`config.mk`:
```
export PLATFORM = sky130hd
export DESIGN_NAME = gate_exerciser
export DESIGN_NICKNAME = d
export VERILOG_FILES = /design/src/rtl/gate_exerciser.sv
export SDC_FILE = /design/constraint.sdc
export NUM_CORES = 1
export LEC_CHECK = 0
export BUFFER_PORTS_ARGS = -buffer_cell sky130_fd_sc_hd__buf_2
export CORE_MARGIN = 2
export CORE_UTILIZATION = 50
export DETAILED_ROUTE_END_ITERATION = 16
export PLACE_DENSITY = 0.86
export SLEW_MARGIN = 20
export SYNTH_ARGS = -nofsm -noshare
export SYNTH_HDL_FRONTEND = slang
export SYNTH_SLANG_ARGS = --single-unit
```
`constraint.sdc`:
```
create_clock -name clk -period 2.8 [get_ports clk]
set_clock_uncertainty 0.1 [all_clocks]
set_input_delay 0.28 -clock clk [delete_from_list [all_inputs] [get_ports clk]]
set_output_delay 0.28 -clock clk [all_outputs]
set_load 0.02 [all_outputs]
```
`src/rtl/gate_exerciser.sv`:
```
// gate_exerciser: drives every {a,b} combination into a two-input gate
// unit, waits a programmable settle time, then checks its seven outputs
// against locally computed expected values. The block reports pass/fail,
// a saturating error count, and a capture of the first mismatch.
//
// state  | meaning
// -------+------------------------------------------------------------
// IDLE   | waiting for start; results of the last run are held
// SETTLE | a/b driven, settle timer counting down to terminal count
// CHECK  | one cycle: compare gate_out, log failure, advance vector
// DONE   | one cycle: done pulse, pass updated, a/b returned to 0

module gate_exerciser #(
  parameter int SETTLE_CYCLES = 2,
  parameter int LOOPS         = 1,
  parameter int ERR_W         = 8
) (
  input  logic             clk,
  input  logic             rst_n,
  input  logic             start,
  output logic             a,
  output logic             b,
  input  logic [6:0]       gate_out,
  output logic             busy,
  output logic             done,
  output logic             pass,
  output logic [ERR_W-1:0] err_count,
  output logic             fail_valid,
  output logic [1:0]       first_fail_vec,
  output logic [6:0]       first_fail_mask
);

  // Settle timer is a down-counter reloaded with SETTLE_CYCLES-1; SETTLE
  // ends when it reaches zero, so a/b are held for SETTLE_CYCLES cycles.
  localparam int SET_W  = (SETTLE_CYCLES > 1) ? $clog2(SETTLE_CYCLES) : 1;
  localparam int LOOP_W = (LOOPS > 1) ? $clog2(LOOPS) : 1;
  localparam logic [SET_W-1:0]  SETTLE_LOAD = SET_W'(SETTLE_CYCLES - 1);
  localparam logic [LOOP_W-1:0] LAST_LOOP   = LOOP_W'(LOOPS - 1);
  localparam logic [ERR_W-1:0]  ERR_MAX     = '1;

  typedef enum logic [1:0] {
    IDLE   = 2'd0,
    SETTLE = 2'd1,
    CHECK  = 2'd2,
    DONE   = 2'd3
  } state_t;

  state_t            state;
  logic [1:0]        vec;
  logic [SET_W-1:0]  settle_cnt;
  logic [LOOP_W-1:0] loop_cnt;
  logic [6:0]        expected;
  logic [6:0]        mismatch;
  logic              vec_fail;
  logic              last_vec;

  // a/b come straight from the vector register, so they are registered.
  assign a = vec[1];
  assign b = vec[0];

  // Expected gate response for the current vector and the failure decision.
  always_comb begin
    expected[0] = a & b;
    expected[1] = a | b;
    expected[2] = ~a;
    expected[3] = ~(a & b);
    expected[4] = ~(a | b);
    expected[5] = a ^ b;
    expected[6] = ~(a ^ b);
    mismatch    = expected ^ gate_out;
    vec_fail    = |mismatch;
    last_vec    = (vec == 2'b11) && (loop_cnt == LAST_LOOP);
  end

  // Sequencer: run control, stimulus stepping and result logging.
  always_ff @(posedge clk) begin
    if (!rst_n) begin
      state           <= IDLE;
      vec             <= 2'b00;
      settle_cnt      <= '0;
      loop_cnt        <= '0;
      busy            <= 1'b0;
      done            <= 1'b0;
      pass            <= 1'b0;
      err_count       <= '0;
      fail_valid      <= 1'b0;
      first_fail_vec  <= 2'b00;
      first_fail_mask <= 7'b0;
    end else begin
      done <= 1'b0;
      case (state)
        IDLE: begin
          if (start) begin
            state           <= SETTLE;
            vec             <= 2'b00;
            loop_cnt        <= '0;
            settle_cnt      <= SETTLE_LOAD;
            busy            <= 1'b1;
            pass            <= 1'b0;
            err_count       <= '0;
            fail_valid      <= 1'b0;
            first_fail_vec  <= 2'b00;
            first_fail_mask <= 7'b0;
          end
        end

        SETTLE: begin
          if (settle_cnt == '0) begin
            state <= CHECK;
          end else begin
            settle_cnt <= settle_cnt - SET_W'(1);
          end
        end

        CHECK: begin
          // One failure per vector regardless of how many bits differ.
          if (vec_fail) begin
            if (err_count != ERR_MAX) begin
              err_count <= err_count + ERR_W'(1);
            end
            if (!fail_valid) begin
              fail_valid      <= 1'b1;
              first_fail_vec  <= vec;
              first_fail_mask <= mismatch;
            end
          end
          if (last_vec) begin
            // fail_valid is sticky, so it stands in for err_count==0
            // including the failure being logged on this same edge.
            state <= DONE;
            busy  <= 1'b0;
            done  <= 1'b1;
            pass  <= ~(fail_valid | vec_fail);
            vec   <= 2'b00;
          end else begin
            state      <= SETTLE;
            vec        <= vec + 2'b01;
            settle_cnt <= SETTLE_LOAD;
            if (vec == 2'b11) begin
              loop_cnt <= loop_cnt + LOOP_W'(1);
            end
          end
        end

        DONE: begin
          state <= IDLE;
        end

        default: begin
          state <= IDLE;
          busy  <= 1'b0;
          vec   <= 2'b00;
        end
      endcase
    end
  end

endmodule

```
==> metrics.md, run 1 <==
| Metric | Value |
|---|---|
| Area Growth Syn to Fin | 16.0% |
| Post-layout util | 0.623 |
| N_diodes | 0 |
| Mean Syn Cell Area | 9.00 µm² |
| Sequential area share after synthesis | 0.403 |
| NetSw | 175 µW |
| Arr. time, crit path | 2.78 ns |
| Crit path capture type | flop |
| Post-DRT Antenna Nets | 0 |
| Die X-Extent | 55.8 µm |
| Die ar. | 0.00311 mm² |
| # DRC | 0 |
| Number of flops mapped to enable cells by yosys | 0 |
| Fmax | 384 MHz |
| CTS buffer count | 3 |
| Worst slew margin | 0.483 |
| Post-place setup slack | 0.269 ns |
| Ys Warns | 0 |
| Hold Vio Cnt, Final | 0 |
| Vias | 1302 |
| CTS tree | yes |
| Final Max Slew Viols | 0 |
| Synth cell types | 44 |
| Layout cells sized above 1 | 0.224 |
| Net Sw Frac | 0.266 |
| Insertion delay to the later sink of the worst-skew pair | 0.32 ns |
| Post-Layout Cell Count | 213 |
| WL per Instance | 15.6 µm |
| Total grt overflow | 0 |
| Status | complete, no violations |
| Sink Count | 27 |
| WS Path Type | reg -> reg |
| I/O Pins | 33 |
| Final worst path period share | 0.929 |
| VDD IR max | 0.277 mV |
| DP Cell Count | 209 |
| Total routing usage reported by global routing | 0.211 |
| Resized cells post-CTS | 0 |
| Power per cell area | 422 mW/mm² |
| Clk pwr share | 0.251 |
| CP Launch Type | flop |
| Flop pwr share | 0.617 |
| Initial DRT Pass Iterations | 4 |
| Internal power | 483 µW |
| Vias in the first global route | 1199 |
| Min-delay worst type | in -> reg |
| Max cap viols | 0 |
| Detailed placement HPWL | 2550 µm |
| Syn Nets | 163 |
| Final WS setup | 0.197 ns |
| Total Wirelength | 3310 µm |
| Rows | 18 |
| CTS Hold Bufs | 0 |
| Endpoints failing setup | 0 |
| Post-Syn Instances | 149 |
| Ys async rst share | 0 |
| Vias/cell | 6.11 |
| Fin nets | 198 |
| Leakage power | 0.670 nW |
| CP Max Fanout | 8 |
| Storage cell area | 541 µm² |
| Layout fillers | 218 |
| Pin count of the biggest net entering global routing | 15 |
| Total Power | 658 µW |
| Tightest Pin Transition | 0.774 ns |
| Initial Util | 0.537 |
| Ys flop type | dfxtp_1 |
| CTS max path bufs | 2 |
| RSZ-0062 raised after global routing | no |
| Worst-path clk slew | 0.13 ns |
| Combinational share of power | 0.132 |
| #FFs+latches synth | 27 |
| I/O Buffers | 32 |
| Initial antenna violation count | 0 |
| Post-CTS setup buffer count | 0 |
| Core area | 0.00250 mm² |
| First-pass GRT wire length | 5290 µm |
| Setup TNS | 0 ns |
| Final RePlAce weighted congestion | 0.834 |
| Clock Root Buffer | clkbuf_4 |
| Worst Path Required | 2.98 ns |
| Post-Synthesis Cell Area | 0.00134 mm² |
| Minimum clock period | 2.60 ns |
| H-tree depth | 1 |
| Die Span Y | 55.8 µm |
| DRT iter0 DRCs | 65 |
| Area of the multi-input gates | 777 µm² |
## cell usage after synthesis (2+ instances only)
cell       count  share of area
dfxtp_1       27           0.40
o2bb2ai_1      3          0.020
nand2b_1       3          0.014
a21oi_1        8          0.030
o21ai_0        8          0.030
nor4_1         2         0.0093
nand3_1        6          0.022
xor2_1         2          0.013
xnor2_1        5          0.033
nor2_1        12          0.034
o22ai_1        2         0.0093
nand4_1        3          0.014
nand3b_1       4          0.022
nor3_1         3          0.011
inv_1          3         0.0084
nor2b_1        4          0.019
and2_1         2         0.0093
o21bai_1       2          0.011
a22o_1         4          0.026
a22oi_1        2          0.011
nand2_1       13          0.036
nor3b_1        2          0.011
ha_1           4          0.037
and3_1         3          0.014
a32o_1         3          0.022
## layout by cell type, fill, tap and decap left out, types with 4 or more instances in the layout
cell,n
buf_2,32
dfxtp_1,27
nand2_1,13
nor2_1,12
o21ai_0,8
a21oi_1,8
nand3_1,6
xnor2_1,5
nor2b_1,4
nand3b_1,4
a22o_1,4
ha_1,4
## cells by family after synthesis
logic type / share of synthesized area
simple gates: 0.254
compound gates: 0.243
flops: 0.403
xor+xnor: 0.0457
buf+inv: 0.0177
fa+ha+maj: 0.0373
## stage by stage
stage               area [µm²]  hold slack [ns]
floorplan                 1340            0.349
global placement          1530            0.345
detailed placement        1530            0.349
CTS                       1560            0.159
global route              1560            0.167
finish                    1560            0.161
## state kept, by name (all words and copies together) (netlist names)
register,count
err_count,8
loop_cnt,1
settle_cnt,1
state,2
pass,1
done,1
fail_valid,1
first_fail_vec,2
vec,2
first_fail_mask,7
busy,1
## path summary, 6_finish.rpt
kind | cells past startpoint | endpoint | start | slack, ns
setup / recovery | 7 | first_fail_mask[2]$_SDFFE_PN0P_ | vec[1]$_SDFFE_PN0P_ | 0.20
hold reg to reg | 1 | first_fail_mask[4]$_SDFFE_PN0P_ | first_fail_mask[4]$_SDFFE_PN0P_ | 0.38
setup reg to reg | 7 | first_fail_mask[2]$_SDFFE_PN0P_ | vec[1]$_SDFFE_PN0P_ | 0.20
hold / removal | 3 | first_fail_mask[4]$_SDFFE_PN0P_ | gate_out[4] | 0.16
## critical path, stage by stage, from the launching register on
cell and delay [ns]:
dfxtp_1 0.47, inv_1 0.09, ha_1 0.38, or3b_4 0.43, a22oi_4 0.24, nand3_1 0.27, a31oi_4 0.38, a22o_1 0.18
## layer usage
layer / GRT usage / part of all wire
met3: 0.0326 / 0.065
met1: 0.265 / 0.43
met5: 0 / 0
met4: 0.0801 / 0.018
met2: 0.361 / 0.49
## layout make-up
cell class / count / area share
multi-input combinational: 116 / 0.499
sequential: 27 / 0.347
inverter: 4 / 0.00965
tap: 30 / 0.0241
timing repair buffer: 32 / 0.103
clock buffer: 4 / 0.0169
## power groups by stage
| stage | registers, mW | clock network [mW] | logic, mW |
|---|---|---|---|
| final | 0.406 | 0.165 | 0.0868 |
| after global routing | 0.407 | 0.182 | 0.0941 |
| after CTS | 0.405 | 0.170 | 0.0863 |
| after detailed placement | 0.414 | 0 | 0.0858 |
| after global placement | 0.412 | 0 | 0.0830 |
| after floorplan | 0.418 | 0 | 0.0523 |
Power figures use the tool's default switching activity.
==> inputs of run 2 (changes only) <==
BUFFER_PORTS_ARGS = -buffer_cell sky130_fd_sc_hd__clkbuf_2   (was -buffer_cell sky130_fd_sc_hd__buf_2)
==> run 2 against run 1 <==
  * Critical path depth stayed put
  * Power grew 1.1%
  * Utilization unchanged
  * Fmax is 0.74% lower
  * Sequential cell count stayed put
  * Global-route usage is 0.49 points higher
  * Cell count is the same
  * Routed wire length rose by 1.8%
  * Die area is the same
  * Worst hold slack improved by 0.0020 ns
  * Sequential power barely moved
  * Sequential share of layout area did not move
  * Highest routed layer unchanged
==> metrics.md, run 2 (synthesized netlist as in run 1, its figures left out) <==
| Metric | Value |
|---|---|
| Vias in the first global route | 1253 (+4.5%) |
| # DRC | 0 (unchanged) |
| Insertion delay to the later sink of the worst-skew pair | 0.34 ns (+0.02 ns) |
| Flop pwr share | 0.610 (-0.007) |
| Fin nets | 198 (unchanged) |
| Post-DRT Antenna Nets | 0 (unchanged) |
| Met1 Track Usage GR | 0.273 (+0.00770) |
| Final RePlAce weighted congestion | 0.867 (+4.0%) |
| Tightest Pin Transition | 0.731 ns (-0.0422 ns) |
| Post-layout util | 0.623 (unchanged) |
| Die X-Extent | 55.8 µm (unchanged) |
| Rows | 18 (unchanged) |
| I/O Pins | 33 (unchanged) |
| Endpoints failing setup | 0 (unchanged) |
| CP Max Fanout | 8 (unchanged) |
| Vias/cell | 6.07 (-0.77%) |
| CTS buffer count | 3 (unchanged) |
| Commonest cells after routing, fill and taps aside | 32 x clkbuf_2, 27 x dfxtp_1, 13 x nand2_1 |
| Final worst path period share | 0.936 (+0.00693) |
| Layout cells sized above 1 | 0.224 (unchanged) |
| WL per Instance | 15.8 µm (+1.8%) |
| Gr busiest metal | met2 |
| Most common cell after layout, fill and taps aside | clkbuf_2 |
| CTS max path bufs | 2 (unchanged) |
| Total grt overflow | 0 (unchanged) |
| Min-delay worst type | in -> reg |
| M3 GR Usage | 0.0326 (unchanged) |
| Initial DRT Pass Iterations | 4 (unchanged) |
| Layout fillers | 218 (unchanged) |
| Met2 GRT Util | 0.362 (+0.00170) |
| Hold Vio Cnt, Final | 0 (unchanged) |
| Internal power | 483 µW (about the same) |
| Detailed placement HPWL | 2530 µm (-0.69%) |
| Clock Root Buffer | clkbuf_4 |
| Net Sw Frac | 0.274 (+0.00790) |
| Total routing usage reported by global routing | 0.216 (+0.00490) |
| Power per cell area | 427 mW/mm² (+1.1%) |
| Crit path capture type | flop |
| Largest register by flop count | err_count |
| VDD IR max | 0.306 mV (+10%) |
| Vias | 1292 (-0.77%) |
| Leakage power | 0.651 nW (-2.7%) |
| Initial antenna violation count | 0 (unchanged) |
| I/O Buffers | 32 (unchanged) |
| Clk pwr share | 0.261 (+0.010) |
| NetSw | 182 µW (+4.1%) |
| Die Span Y | 55.8 µm (unchanged) |
| Total Wirelength | 3370 µm (+1.8%) |
| Initial Util | 0.537 (unchanged) |
| Max cap viols | 0 (unchanged) |
| Combinational share of power | 0.129 (-0.003) |
| Final WS setup | 0.178 ns (-0.0194 ns) |
| Sink Count | 27 (unchanged) |
| Max reg flops | 8 (unchanged) |
| N_diodes | 0 (unchanged) |
| Resized cells post-CTS | 0 (unchanged) |
| Worst Path Required | 2.97 ns (about the same) |
| Area Growth Syn to Fin | 16.0% (unchanged) |
| First-pass GRT wire length | 5430 µm (+2.7%) |
| Largest regs | err_count x8, first_fail_mask x7 |
| Final Max Slew Viols | 0 (unchanged) |
| Status | complete, no violations |
| Worst-path clk slew | 0.14 ns (about the same) |
| WS Path Type | reg -> reg |
| Core area | 0.00250 mm² (unchanged) |
| Die ar. | 0.00311 mm² (unchanged) |
| RSZ-0062 raised after global routing | no |
| Setup TNS | 0 ns (unchanged) |
| Arr. time, crit path | 2.79 ns (about the same) |
| Worst slew margin | 0.511 (+0.0282) |
| H-tree depth | 1 (unchanged) |
| Fmax | 381 MHz (-0.74%) |
| CP Launch Type | flop |
| Pin count of the biggest net entering global routing | 15 (unchanged) |
| DRT iter0 DRCs | 53 (-18%) |
| CTS tree | yes |
| Minimum clock period | 2.62 ns (+0.0194 ns) |
| Post-place setup slack | 0.247 ns (-0.0217 ns) |
| Post-CTS setup buffer count | 0 (unchanged) |
| CTS Hold Bufs | 0 (unchanged) |
[run 2: layout make-up]
type / instances / area (µm²) / share of cell area
multi-input cells: 116 / 777 / 0.499
inverters: 4 / 15.0 / 0.00965
clock buffers: 4 / 26.3 / 0.0169
flip-flops and latches: 27 / 541 / 0.347
repair buffers: 32 / 160 / 0.103
well taps: 30 / 37.5 / 0.0241
[run 2: per-stage QoR]
stage | area [µm²] | power [mW] | hold WS [ns] | std cells
after floorplan | 1340 | 0.470 | 0.349 | 149
after global placement | 1530 | 0.495 | 0.349 | 209
after detailed placement | 1530 | 0.499 | 0.357 | 209
after CTS | 1560 | 0.663 | 0.178 | 213
after global routing | 1560 | 0.691 | 0.195 | 213
final | 1560 | 0.665 | 0.163 | 213
[run 2: power by group through the flow]
stage	Combinational [mW]	Sequential, mW	Clock [mW]
4_1_cts	0.0861	0.405	0.171
6_report	0.0860	0.405	0.173
3_3_place_gp	0.0826	0.413	0
5_1_grt	0.0934	0.408	0.190
2_1_floorplan	0.0523	0.418	0
3_5_place_dp	0.0853	0.414	0
[run 2: critical path: stages (launching register included)]
cell and delay, ns:
dfxtp_1 0.47, inv_1 0.09, ha_1 0.38, or3b_4 0.44, a22oi_4 0.25, nand3_1 0.28
a31oi_4 0.38, o2bb2ai_1 0.16
[run 2: path summary, 6_finish.rpt]
path                                                      start                         endpoint  slack, ns  cells past startpoint
worst min-delay path                                gate_out[4]  first_fail_mask[4]$_SDFFE_PN0P_       0.16                      3
worst min register to register  first_fail_mask[4]$_SDFFE_PN0P_  first_fail_mask[4]$_SDFFE_PN0P_       0.39                      1
worst max register to register              vec[1]$_SDFFE_PN0P_  first_fail_mask[5]$_SDFFE_PN0P_       0.18                      7
worst max-delay path                        vec[1]$_SDFFE_PN0P_  first_fail_mask[5]$_SDFFE_PN0P_       0.18                      7
[run 2: per-layer routing]
| metal | share of wire | vias up | wire length (µm) |
|---|---|---|---|
| li1 | - | 621 | - |
| met1 | 0.43 | 606 | 1430 |
| met2 | 0.50 | 58 | 1690 |
| met3 | 0.060 | 7 | 204 |
| met4 | 0.014 | 0 | 48 |
| met5 | 0 | - | 0 |
